**config.mk**
```make
export PLATFORM = sky130hd
export DESIGN_NAME = pio_osr_ctrl
export DESIGN_NICKNAME = d
export VERILOG_FILES = /design/src/rtl/pio_pkg.sv /design/src/rtl/pio_shift_unit.sv /design/src/rtl/pio_osr_ctrl.sv
export SDC_FILE = /design/constraint.sdc
export NUM_CORES = 1
export LEC_CHECK = 0
export ABC_AREA = 0
export BUFFER_PORTS_ARGS = -buffer_cell sky130_fd_sc_hd__buf_2
export CAP_MARGIN = 15
export CORE_MARGIN = 4
export CORE_UTILIZATION = 30
export DETAILED_ROUTE_END_ITERATION = 10
export SLEW_MARGIN = 20
export SYNTH_ARGS = -nofsm -noshare
export SYNTH_HDL_FRONTEND = slang
export SYNTH_SLANG_ARGS = --single-unit
```
**constraint.sdc**
```tcl
create_clock -name clk -period 4.39 [get_ports clk]
set_input_delay 1.317 -clock clk [delete_from_list [all_inputs] [get_ports clk]]
set_output_delay 1.317 -clock clk [all_outputs]
set_load 0.02 [all_outputs]
```
**src/rtl/pio_pkg.sv**
```systemverilog
// Shared definitions for the PIO shift-register controllers (OSR now, ISR later).
// Latency: none (declarations only); backpressure: n/a.
package pio_pkg;
    localparam int DATA_W = 32;
    localparam int CNT_W  = 6;

    typedef enum logic [1:0] {
        READY      = 2'd0,
        STALL_OUT  = 2'd1,
        STALL_PULL = 2'd2
    } osr_state_e;

    localparam logic SHIFT_LEFT  = 1'b0;
    localparam logic SHIFT_RIGHT = 1'b1;
endpackage

```
**src/rtl/pio_shift_unit.sv**
```systemverilog
// Combinational barrel shifter: shifts word by n (1..DATA_W) and returns the bits shifted out, right-justified.
// Latency: 0 cycles; backpressure: none.
module pio_shift_unit #(
    parameter int DATA_W = 32,
    parameter int CNT_W  = 6
) (
    input  logic [DATA_W-1:0] word,
    input  logic [CNT_W-1:0]  n,
    input  logic              dir,
    output logic [DATA_W-1:0] shifted,
    output logic [DATA_W-1:0] extracted
);
    import pio_pkg::*;

    localparam logic [CNT_W-1:0] FULL = CNT_W'(DATA_W);

    // A shift amount equal to DATA_W yields zero, so n=32 needs no special case.
    always_comb begin
        shifted   = '0;
        extracted = '0;
        if (dir == SHIFT_RIGHT) begin
            shifted   = word >> n;
            extracted = word & ({DATA_W{1'b1}} >> (FULL - n));
        end else begin
            shifted   = word << n;
            extracted = word >> (FULL - n);
        end
    end
endmodule

```
**src/rtl/pio_osr_ctrl.sv**
```systemverilog
// OSR controller: sequences OUT/PULL, autopull refill from the TX FIFO, stalls the sequencer on an empty FIFO.
// Latency: out_data/out_valid one cycle after completion; backpressure: stall held combinationally while the FIFO is empty.
module pio_osr_ctrl #(
    parameter int DATA_W = 32,
    parameter int CNT_W  = 6
) (
    input  logic              clk,
    input  logic              reset_n,
    input  logic              exec_out,
    input  logic              exec_pull,
    input  logic [4:0]        bit_count,
    input  logic              pull_block,
    input  logic              pull_ifempty,
    input  logic              shift_dir,
    input  logic              autopull_en,
    input  logic [4:0]        pull_thresh,
    input  logic [DATA_W-1:0] x_in,
    input  logic              fifo_empty,
    input  logic [DATA_W-1:0] fifo_rdata,
    output logic              fifo_pop,
    output logic [DATA_W-1:0] out_data,
    output logic              out_valid,
    output logic              stall,
    output logic [CNT_W-1:0]  osr_count
);
    import pio_pkg::*;

    localparam logic [CNT_W-1:0] FULL = CNT_W'(DATA_W);

    osr_state_e        state_q, state_d;
    logic [DATA_W-1:0] osr_q, osr_d;
    logic [CNT_W-1:0]  osr_count_q, osr_count_d;
    logic [DATA_W-1:0] out_data_q, out_data_d;
    logic              out_valid_q, out_valid_d;

    logic [CNT_W-1:0]  n_eff, thresh_eff, count_sat;
    logic [CNT_W:0]    count_sum;
    logic              need_refill, pop_c, stall_c;
    logic [DATA_W-1:0] sh_word, sh_shifted, sh_extracted;

    assign n_eff       = (bit_count == 5'd0) ? FULL : CNT_W'(bit_count);
    assign thresh_eff  = (pull_thresh == 5'd0) ? FULL : CNT_W'(pull_thresh);
    assign need_refill = autopull_en && (osr_count_q >= thresh_eff);
    assign count_sum   = {1'b0, osr_count_q} + {1'b0, n_eff};
    assign count_sat   = (count_sum > {1'b0, FULL}) ? FULL : count_sum[CNT_W-1:0];

    // A refilling OUT shifts the FIFO head directly, so the word never sits in the OSR unshifted.
    assign sh_word = (state_q == STALL_OUT || need_refill) ? fifo_rdata : osr_q;

    pio_shift_unit #(.DATA_W(DATA_W), .CNT_W(CNT_W)) u_shift (
        .word      (sh_word),
        .n         (n_eff),
        .dir       (shift_dir),
        .shifted   (sh_shifted),
        .extracted (sh_extracted)
    );

    always_comb begin
        state_d     = state_q;
        osr_d       = osr_q;
        osr_count_d = osr_count_q;
        out_data_d  = out_data_q;
        out_valid_d = 1'b0;
        pop_c       = 1'b0;
        stall_c     = 1'b0;
        case (state_q)
            READY: begin
                if (exec_out) begin
                    if (!need_refill) begin
                        osr_d       = sh_shifted;
                        osr_count_d = count_sat;
                        out_data_d  = sh_extracted;
                        out_valid_d = 1'b1;
                    end else if (!fifo_empty) begin
                        pop_c       = 1'b1;
                        osr_d       = sh_shifted;
                        osr_count_d = n_eff;
                        out_data_d  = sh_extracted;
                        out_valid_d = 1'b1;
                    end else begin
                        stall_c = 1'b1;
                        state_d = STALL_OUT;
                    end
                end else if (exec_pull) begin
                    if (!(pull_ifempty && (osr_count_q < thresh_eff))) begin
                        if (!fifo_empty) begin
                            pop_c       = 1'b1;
                            osr_d       = fifo_rdata;
                            osr_count_d = '0;
                        end else if (pull_block) begin
                            stall_c = 1'b1;
                            state_d = STALL_PULL;
                        end else begin
                            osr_d       = x_in;
                            osr_count_d = '0;
                        end
                    end
                end else if (need_refill && !fifo_empty) begin
                    pop_c       = 1'b1;
                    osr_d       = fifo_rdata;
                    osr_count_d = '0;
                end
            end
            STALL_OUT: begin
                if (fifo_empty) begin
                    stall_c = 1'b1;
                end else begin
                    pop_c       = 1'b1;
                    osr_d       = sh_shifted;
                    osr_count_d = n_eff;
                    out_data_d  = sh_extracted;
                    out_valid_d = 1'b1;
                    state_d     = READY;
                end
            end
            STALL_PULL: begin
                if (fifo_empty) begin
                    stall_c = 1'b1;
                end else begin
                    pop_c       = 1'b1;
                    osr_d       = fifo_rdata;
                    osr_count_d = '0;
                    state_d     = READY;
                end
            end
            default: state_d = READY;
        endcase
    end

    // Reset must never let a pop or stall escape while the registers are being cleared.
    assign fifo_pop  = pop_c && reset_n;
    assign stall     = stall_c && reset_n;
    assign out_data  = out_data_q;
    assign out_valid = out_valid_q;
    assign osr_count = osr_count_q;

    always_ff @(posedge clk or negedge reset_n) begin
        if (!reset_n) begin
            state_q     <= READY;
            osr_q       <= '0;
            osr_count_q <= FULL;
            out_data_q  <= '0;
            out_valid_q <= 1'b0;
        end else begin
            state_q     <= state_d;
            osr_q       <= osr_d;
            osr_count_q <= osr_count_d;
            out_data_q  <= out_data_d;
            out_valid_q <= out_valid_d;
        end
    end
endmodule

```
==> results.md, run 1 <==
- Register area share after synthesis: 15.5%
- DRT Pass-1 Iters: 5
- Final setup viols: 47
- Worst-path clk slew: ~0.08 ns
- Die area: 42500 sq um
- Initial Utilization: 30.4%
- Vias per inst: 6.53
- Slowest Stage Delay on Critical Path: 0.60 ns
- Initial antenna violation count: 3
- Initial DRC count: 1920
- Worst-path fanout max: 5
- Hold Startpoint: out_data[16]
- Min Tclk post-route: between 4 and 5 ns
- Drt wl/cell: between 30 and 40 um
- Largest net degree at the start of global routing: 53
- Ratio of cells with drive above 1 in the final layout: 45.3%
- Status: complete, but fails checks
- Power Dens Cells: 845 nW/um^2
- Inst Count DP: 2426
- Crit path cell chain: buf_8 -> nor3_4 -> nand3_2 -> ha_4 -> and4_4 -> buf_4 -> a211o_4 -> buf_12 -> nand2_8 -> mux4_2 -> a221oi_2 -> a21oi_2 -> a222oi_1 -> a31oi_2 -> a211o_1
- Worst hold path endpoint: out_data[16]
- Total power: 15.2 mW
- DR DRC count: 0
- Top_reg_cell synth: dfrtp_1
- Top Ports: 124
- Final net count: 2084
- CP Launch Type: input port
- Max VDD drop: between 0.0004 and 0.0005 V
- Synth-to-Final Area Change: 52.5%
- EDFF count, synth: 0
- Slowest cell on crit path: mux4_2
- Worst Path Arrival: 4.96 ns
- Max-slew violation count: 0
- CTS root buf: clkbuf_16
- Worst Max-Slew Pin Slew: between 0.9 and 1 ns
- Pre-CTS WS: -1.00 ns
- Port-buffer cells: 123
- Max-Cap Viols: 0
- Number of global-route vias before repair: 15578
- Number of buffers on the longest clock path: 2
- Mapped Nets: about 1700
- Share of the synthesized area in the top cell type: 15.3%
- Failing checks: negative setup slack
- R2R Path Start: state_q[1]
- Fin util: 46.3%
- Setup TNS: -6.27 ns
- Core area: 38700 sq um
- Final Hold Slack: 0.457 ns
- Cell area after layout: 18000 sq um
- FF-to-FF setup slack: 0.36 ns
- Routability Congestion: 1.02
- Routed WL: ~82000 um
- Largest area contributor in the netlist: dfrtp_1
- Number of synthesis warnings: 0
- FF+latch count, synth: 73
- Area post-placement: 15600 sq um
- Mapped Cells: roughly 1500
- Synth area leaders: dfrtp_1, mux4_2, nand2_1
- Slew HR: around 36%
- Layout Cells excl Fill: 2504
- Die span in x: between 200 and 250 um
- Worst R2R End: osr_q[27]
- WS Path Type: in -> reg
- Vias: 16359
- Tcrit/Tclk final: 107%
- Synth unique cells: 83
- Post-CTS Hold Fix Bufs: 0
- Gr usage total: roughly 37%
- Endpoint class of the critical path: flop
- Setup ws final: -0.286 ns
- Clock sink count: 73
- Post-DP HPWL: between 60000 and 70000 um
- Worst endpoint required time: 4.67 ns
- FFs w/ async S/R, synth: 100%
- Avg Inst Size Synth: 7.62 sq um
- Die Ht: 206 um
- RSZ-0062 raised after global routing: yes
- Post-Syn Area: 11800 sq um
- Reg2reg path depth: 13
- CTS buffer count: 9
- Setup Skew: about 0.026 ns
- Fin. Hold Viols: 0
- Leak pwr: 7.51 nW
- HP Class: reg -> reg
- Global-route wire length before repair: around 110000 um
- Clock latency on the worst-skew pair: 0.39 ns
- GRT Residual Overflow: 0
- H-tree levels: 3
- FP Rows: 72
- Peak Freq: between 200 and 250 MHz
- Worst Hold Path Cells: 2
- Final ANT Viol Nets: 0
- CTS tree: done
-- sequential cells by signal, summed over array words and instances (netlist names) --
register	count
osr_q	32
out_data	32
osr_count	6
state_q	2
out_valid	1
-- cells in the mapped netlist (all sizes together) (6+ instances only) --
cell type / number
nor3: 33
or3: 7
buf: 35
mux2i: 85
o221ai: 15
o221a: 6
o21ai: 124
o211ai: 13
a31oi: 31
a22oi: 33
dfrtp: 72
a21boi: 9
a211o: 10
a2111oi: 7
and3: 8
nand3: 43
inv: 22
o21a: 8
and2: 17
xnor2: 6
a211oi: 32
o22ai: 26
nand2: 245
o31ai: 16
clkbuf: 122
a21oi: 127
mux2: 27
o32a: 6
nor2: 115
mux4: 71
a221oi: 33
a221o: 18
a32oi: 12
ha: 20
a21o: 7
-- power breakdown --
part / switching (mW) / internal, mW
clock network: 0.390 / 0.572
registers: 0.483 / 0.995
logic: 6.93 / 5.80
-- critical path, delay by kind of cell --
family / cells / cell delay (ns)
and+or+nand+nor: 4 / 0.54
AOI/OAI and AO/OA: 6 / 1.80
adders and majority gates: 1 / 0.28
muxes: 1 / 0.60
buffers and inverters: 3 / 0.43
-- layout make-up --
type	instances	area, sq um
flip-flops and latches	73	1830
inverters	26	98.8
diodes	1	2.50
repair buffers	577	4410
clock buffers	11	243
multi-input cells	1293	10600
well taps	518	648
fillers	3898	20800
clock inverters	5	103
-- per-layer routing --
metal  track usage [%]  vias to the layer above  part of all wire, %
met1              46.3                     8058                   39
met4              22.2                        2                  7.5
met3              9.71                      281                   10
met2              57.7                     1138                   44
li1                  -                     6880                    -
met5                 0                        -               0.0086
-- timing repair --
action | CTS | global route
gates cloned | 4 | 2
setup endpoints to repair | 61 | 61
buffers inserted | 36 | 31
resized for setup | 208 | 137
pin swaps | 78 | 69
-- cell families (layout without fill, tap and decap cells) --
family                     Yosys count  count (layout)  share of synthesized area, %
buffers and inverters              183             619                          6.24
AOI/OAI and AO/OA                  586             586                          33.9
DFF                                 73              73                          15.5
and+or+nand+nor                    492             495                          17.9
muxes                              183             183                          23.5
xor gates and xnor gates             8               8                         0.595
adders and majority gates           21              21                          2.30
other                                0               1                             0
-- worst max-delay path by stage --
stage / from / end / slack (ns)
finish: pull_thresh[1] / osr_q[4] / -0.29
global route: pull_thresh[1] / stall / -0.42
CTS: pull_thresh[2] / fifo_pop / -0.30
detailed placement: pull_thresh[0] / osr_q[7] / -1.00
global placement: pull_thresh[0] / osr_q[7] / -1.06
floorplan: pull_thresh[0] / stall / -0.10
-- cell usage in the layout, fill, tap and decap left out, types with 22 or more instances in the layout --
cell type / instances
a21oi_1: 105
dfrtp_1: 72
o21ai_0: 85
buf_4: 389
mux2i_1: 41
nor3_1: 27
buf_2: 120
mux2i_4: 22
a22oi_1: 24
nand3_1: 40
nand2_1: 238
mux4_2: 68
buf_6: 52
nor2_1: 107
a21oi_2: 22
o22ai_1: 23
a31oi_1: 25
mux2i_2: 22
o21ai_1: 30
Power figures use the tool's default switching activity.
==> inputs of run 2 (changes only) <==
--- a/config.mk
+++ b/config.mk
@@ -11,6 +11,8 @@
 export CORE_MARGIN = 4
 export CORE_UTILIZATION = 30
 export DETAILED_ROUTE_END_ITERATION = 10
+export REMOVE_ABC_BUFFERS = 1
+export SETUP_SLACK_MARGIN = 0.1
 export SLEW_MARGIN = 20
 export SYNTH_ARGS = -nofsm -noshare
 export SYNTH_HDL_FRONTEND = slang
==> results.md, run 2 (synthesized netlist as in run 1, its figures left out) <==
- Status: complete, but fails checks
- Failing checks: negative setup slack
- Worst-path fanout max: 3 (-2)
- Final net count: 2034 (-2.4%)
- CTS root buf: clkbuf_16
- Cell area after layout: 17800 sq um (-0.93%)
- Commonest non-fill, non-tap cells in the layout: buf_4, nand2_1, buf_2
- Tcrit/Tclk final: 107% (about the same)
- Port-buffer cells: 123 (unchanged)
- HP Class: reg -> reg
- Initial antenna violation count: 2 (-1)
- RSZ-0062 raised after global routing: yes
- DR DRC count: 0 (unchanged)
- Vias per inst: 6.63 (+1.5%)
- Clock latency on the worst-skew pair: 0.39 ns (about the same)
- Max-slew violation count: 0 (unchanged)
- Most common cell after layout, fill and taps aside: buf_4
- Final ANT Viol Nets: 0 (unchanged)
- Crit path cell chain: buf_6 -> nor3_2 -> nand3_1 -> ha_4 -> and4_4 -> o21ai_1 -> o2111ai_2 -> nand3_1 -> nor2_1 -> a21oi_2 -> nor2_1 -> a22oi_2 -> nor3b_2 -> buf_4
- FP Rows: 72 (unchanged)
- CTS buffer count: 9 (unchanged)
- Min Tclk post-route: 4.68 ns (+0.00313 ns)
- Routed WL: 73800 um (-9.7%)
- Post-DP HPWL: 55300 um (-12%)
- Post-CTS Hold Fix Bufs: 0 (unchanged)
- Fin util: 45.9% (-0.43 points)
- Slowest Stage Delay on Critical Path: 0.33 ns (-0.27 ns)
- H-tree levels: 3 (unchanged)
- Number of buffers on the longest clock path: 2 (unchanged)
- Hold Startpoint: out_data[16]
- Inserted Diodes: 0 (-1)
- Global-route wire length before repair: 103000 um (-9.3%)
- Synth-to-Final Area Change: 51.0%
- Initial DRC count: 2020 (+5.2%)
- Clock sink count: 73 (unchanged)
- GRT Residual Overflow: 0 (unchanged)
- Worst-path clk slew: 0.06 ns (-0.02 ns)
- Max-Cap Viols: 0 (unchanged)
- Crit path from: pull_thresh[2]
- Setup Skew: 0.0158 ns (-0.0106 ns)
- R2R Path Start: osr_count[5]
- Largest net degree at the start of global routing: 50 (-5.7%)
- Area post-placement: 15100 sq um (-3.1%)
- CP Launch Type: input port
- Drt wl/cell: 30.1 um (-7.8%)
- Leak pwr: 7.33 nW (-2.4%)
- Number of global-route vias before repair: 15201 (-2.4%)
- Max VDD drop: 0.000337 V (-25%)
- Peak Freq: 214 MHz (about the same)
- Endpoint class of the critical path: output port
- Routability Congestion: 1.08 (+5.4%)
- Setup ws final: -0.289 ns (-0.00313 ns)
- Power Dens Cells: 835 nW/um^2 (-1.2%)
- DRT Pass-1 Iters: 6 (+1)
- CTS tree: done
- Slew HR: 25.7% (-10 points)
- Die Ht: 206 um (unchanged)
- Core area: 38700 sq um (unchanged)
- Vias: 16272 (-0.53%)
- Pre-CTS WS: -0.934 ns (+0.0708 ns)
- Gr usage total: 32.6% (-4.5 points)
- Top Ports: 124 (unchanged)
- Ratio of cells with drive above 1 in the final layout: 45.1% (-0.22 points)
- Die span in x: 206 um (unchanged)
- Total power: 14.8 mW (-2.2%)
- WS Path Type: in -> out
- Worst Max-Slew Pin Slew: 1.11 ns (+0.149 ns)
- Initial Utilization: 30.4% (unchanged)
- Die area: 42500 sq um (unchanged)
- Fin. Hold Viols: 0 (unchanged)
- Slowest cell on crit path: ha_4
- Final setup viols: 29 (-38%)
- Worst Path Arrival: 3.36 ns (-1.60 ns)
- Worst endpoint required time: 3.07 ns (-1.60 ns)
## run 2: final cells by class
class / count / area [sq um]
clock buffers: 11 / 243
clock inverters: 5 / 150
fillers: 3902 / 21000
inverters: 26 / 97.6
multi-input cells: 1292 / 10700
flip-flops and latches: 73 / 1830
well taps: 518 / 648
repair buffers: 528 / 4100
## run 2: power by group
part	switching, mW	total, mW	internal [mW]
clock network	0.386	1.07	0.687
registers	0.454	1.45	0.997
logic	6.58	12.3	5.74
total	7.42	14.8	7.42
## run 2: final timing paths
kind / cells past startpoint / slack, ns / endpoint
max reg2reg: 15 / 0.47 / osr_q[11]
min: 2 / 0.47 / out_data[16]
min in group asynchronous: 2 / 1.05 / out_data[25]
min reg2reg: 2 / 0.47 / out_data[16]
max: 14 / -0.29 / stall
max in group asynchronous: 3 / 2.47 / osr_count[5]
## run 2: stage by stage
stage | TNS [ns] | hold slack, ns | cells
after floorplan | -88.29 | 0.501 | 1389
after detailed placement | -36.97 | 0.453 | 2380
after global routing | -4.73 | 0.494 | 2453
after CTS | -5.50 | 0.469 | 2399
final | -2.57 | 0.474 | 2453
after global placement | -36.14 | 0.447 | 2380
## run 2: per-layer routing
metal	share of wire, %	vias to the layer above	track usage [%]
li1	-	6795	-
met1	40	8008	44.9
met2	43	1210	48.5
met3	12	255	7.70
met4	5.7	4	14.9
met5	0.037	-	0
## run 2: what timing repair did
action | 4_1_cts | 5_1_grt
buffers inserted | 3 | 48
resized for setup | 44 | 362
gates cloned | 0 | 8
endpoints found under the setup margin | 62 | 64
pin swaps | 16 | 104
endpoints found under the hold margin | 0 | 0
## run 2: worst max-delay path: cells and delay by family
kind                     cells  cell delay, ns
buffers and inverters        2            0.26
AND/OR/NAND/NOR              7            1.13
AO/OA/AOI/OAI                4            0.32
adder cells (fa/ha/maj)      1            0.33
==> inputs of run 3 (changes only) <==
--- a/config.mk
+++ b/config.mk
@@ -6,7 +6,7 @@
 export NUM_CORES = 1
 export LEC_CHECK = 0
 export ABC_AREA = 0
-export BUFFER_PORTS_ARGS = -buffer_cell sky130_fd_sc_hd__buf_2
+export BUFFER_PORTS_ARGS = -buffer_cell sky130_fd_sc_hd__buf_4
 export CAP_MARGIN = 15
 export CORE_MARGIN = 4
 export CORE_UTILIZATION = 30
@@ -16,4 +16,5 @@
 export SLEW_MARGIN = 20
 export SYNTH_ARGS = -nofsm -noshare
 export SYNTH_HDL_FRONTEND = slang
+export SYNTH_HIERARCHICAL = 1
 export SYNTH_SLANG_ARGS = --single-unit
==> results.md, run 3 <==
- Final net count: 1854 (-8.8%)
- Largest net degree at the start of global routing: 51 (+2.0%)
- Fin. Hold Viols: 0 (unchanged)
- Setup Skew: 0.0132 ns (-0.00257 ns)
- Clock Power Share: 5.1% (-2.1 points)
- Endpoint class of the critical path: flop
- Synth-to-Final Area Change: 41.6%
- Tcrit/Tclk final: 121% (+15 points)
- Final setup viols: 64 (+120%)
- DRT Pass-1 Iters: 6 (unchanged)
- Gr usage total: 26.0% (-6.6 points)
- Mapped Cells: 1434 (-7.2%)
- Max-slew violation count: 0 (unchanged)
- CTS tree: done
- Worst Path Arrival: 5.62 ns (+2.26 ns)
- Share of power burned in registers: 8.1% (-1.7 points)
- Met2 global-route usage: 41.6% (-6.9 points)
- EDFF count, synth: 0 (unchanged)
- Clock latency on the worst-skew pair: 0.38 ns (about the same)
- CP Launch Type: input port
- Die area: 46100 sq um (+8.5%)
- Fin util: 43.1% (-2.8 points)
- DR DRC count: 0 (unchanged)
- Final ANT Viol Nets: 0 (unchanged)
- Leak pwr: 7.59 nW (+3.5%)
- Post-Syn Area: 12800 sq um (+8.9%)
- WS Path Type: in -> reg
- Synth unique cells: 95 (+14%)
- CTS buffer count: 9 (unchanged)
- Reg2reg path depth: 20 (+5)
- Met3 Use GR: 4.22% (-3.5 points)
- Top_reg_cell synth: dfrtp_1
- Global routing's busiest layer: met2
- Routability Congestion: 1.06 (-2.1%)
- Port-buffer cells: 123 (unchanged)
- RSZ-0062 raised after global routing: yes
- Pint: 8.61 mW (+16%)
- Worst Max-Slew Pin Slew: 1.06 ns (-0.0557 ns)
- Most numerous cell in the Yosys netlist: nand2_1
- Initial DRC count: 1950 (-3.5%)
- Power Dens Cells: 888 nW/um^2 (+6.4%)
- P_sw: 7.50 mW (+1.0%)
- Max-Cap Viols: 0 (unchanged)
- HP Class: reg -> reg
- Clock sink count: 73 (unchanged)
- Number of synthesis warnings: 6 (+6)
- Core area: 42100 sq um (+8.8%)
- Setup ws final: -0.935 ns (-0.647 ns)
- Post-synth top cells: nand2_1, mux2_2, nor2_1
- Pre-CTS WS: -1.59 ns (-0.657 ns)
- FF+latch count, synth: 73 (unchanged)
- Filler cell count: 4090 (+4.8%)
- Post-CTS Hold Fix Bufs: 0 (unchanged)
- Top Ports: 124 (unchanged)
- Die span in x: 215 um (+4.2%)
- Worst-path clk slew: 0.06 ns (about the same)
- Share of the synthesized area in the top cell type: 14.1% (-1.2 points)
- Post-DP HPWL: 45400 um (-18%)
- Worst-path fanout max: 7 (+4)
- Slew HR: 29.5% (+3.8 points)
- Drt wl/cell: 27.7 um (-8.1%)
- H-tree levels: 3 (unchanged)
- Vias per inst: 6.43 (-3.0%)
- FFs w/ async S/R, synth: 100% (unchanged)
- Peak Freq: 188 MHz (-12%)
- Synth area leaders: dfrtp_1, mux4_2, mux2_2
- Max VDD drop: 0.000444 V (+32%)
- Setup TNS: -39.51 ns (-36.94 ns)
- Commonest non-fill, non-tap cells in the layout: buf_4, nand2_1, mux2_4
- Number of global-route vias before repair: 14581 (-4.1%)
- Inserted Diodes: 0 (unchanged)
- Initial antenna violation count: 0 (-2)
- Avg Inst Size Synth: 8.94 sq um (+17%)
- Largest area contributor in the netlist: dfrtp_1
- Number of buffers on the longest clock path: 2 (unchanged)
- Combinational power share: 86.8% (+3.8 points)
- Min Tclk post-route: 5.33 ns (+0.647 ns)
- Routed WL: 63500 um (-14%)
- Met1 Use GR: 35.5% (-9.4 points)
- Die Ht: 215 um (+4.2%)
- Most common cell after layout, fill and taps aside: buf_4
- Failing checks: negative setup slack
- Worst endpoint required time: 4.69 ns (+1.62 ns)
- CTS root buf: clkbuf_16
- Switching Share: 46.5% (-3.5 points)
- Ratio of cells with drive above 1 in the final layout: 50.9% (+5.8 points)
- FP Rows: 75 (+4.2%)
- Initial Utilization: 30.4% (about the same)
- Global-route wire length before repair: 94000 um (-8.5%)
- GRT Residual Overflow: 0 (unchanged)
- Vias: 14761 (-9.3%)
- Register area share after synthesis: 14.3% (-1.3 points)
- Worst Hold Path Cells: 1 (-1)
- Status: complete, but fails checks
==> run 3: cells by family after synthesis <==
group / Yosys count / synth area share [%]
flops: 73 / 14.3
simple gates: 398 / 14.5
buf+inv: 199 / 8.35
xor+xnor: 6 / 0.410
fa+ha+maj: 22 / 2.13
compound gates: 433 / 25.5
mux: 303 / 34.9
==> run 3: path summary, 6_finish.rpt <==
kind	startpoint	end	slack, ns
setup / recovery	pull_thresh[0]	osr_q[21]	-0.94
min in group asynchronous	reset_n	state_q[0]	1.13
hold reg to reg	out_data[11]	out_data[11]	0.51
setup reg to reg	osr_count[3]	osr_q[15]	-0.11
hold / removal	out_data[11]	out_data[11]	0.51
max in group asynchronous	reset_n	osr_q[26]	2.31
==> run 3: what timing repair did <==
item,4_1_cts,5_1_grt
pin swaps,73,72
buffers inserted,41,36
endpoints found under the hold margin,0,0
endpoints found under the setup margin,65,65
resized for setup,237,148
gates cloned,7,1
==> run 3: cell type report <==
cell class / instances / area (sq um) / share of cell area [%]
Clock buffer: 14 / 274 / 1.51
Tap cell: 539 / 674 / 3.72
Timing Repair Buffer: 475 / 4130 / 22.8
Sequential cell: 73 / 1830 / 10.1
Inverter: 25 / 93.8 / 0.517
Clock inverter: 2 / 35.0 / 0.193
Multi-Input combinational cell: 1166 / 11100 / 61.2
==> run 3: critical path: stages <==
cell	delay, ns
buf_8	0.10
nor3_4	0.18
nand3_2	0.11
ha_4	0.28
nand4_1	0.17
o22ai_2	0.30
o31ai_4	0.08
and2_4	0.20
buf_12	0.15
buf_16	0.15
mux2_4	0.23
buf_4	0.13
mux2i_4	0.07
mux4_2	0.52
o211ai_1	0.23
a21oi_1	0.13
buf_4	0.20
a2111oi_4	0.37
mux2_4	0.23
a22oi_2	0.04
a32oi_1	0.17
o21ai_1	0.08
a2bb2oi_1	0.16
==> run 3: metal layers <==
metal,part of all wire (%),vias to the layer above
li1,-,6303
met1,42,7465
met2,46,856
met3,8.2,137
met4,3.8,0
met5,0,-
==> run 3: power by group through the flow <==
stage	clock [mW]	sequential, mW	combinational (mW)
floorplan	0	1.42	5.75
detailed placement	0	1.28	11.0
CTS	0.838	1.29	12.7
finish	0.817	1.31	14.0
global placement	0	1.27	10.9
global route	0.861	1.35	14.5
==> run 3: metrics by stage <==
step                      total power [mW]  hold slack (ns)  cells  area [sq um]
after global routing                  16.7            0.532   2294         18100
after global placement                12.2            0.497   2204         15800
after CTS                             14.8            0.518   2265         17300
final                                 16.1            0.512   2294         18100
after floorplan                       7.17            0.541   1260         11800
after detailed placement              12.2            0.499   2204         15800
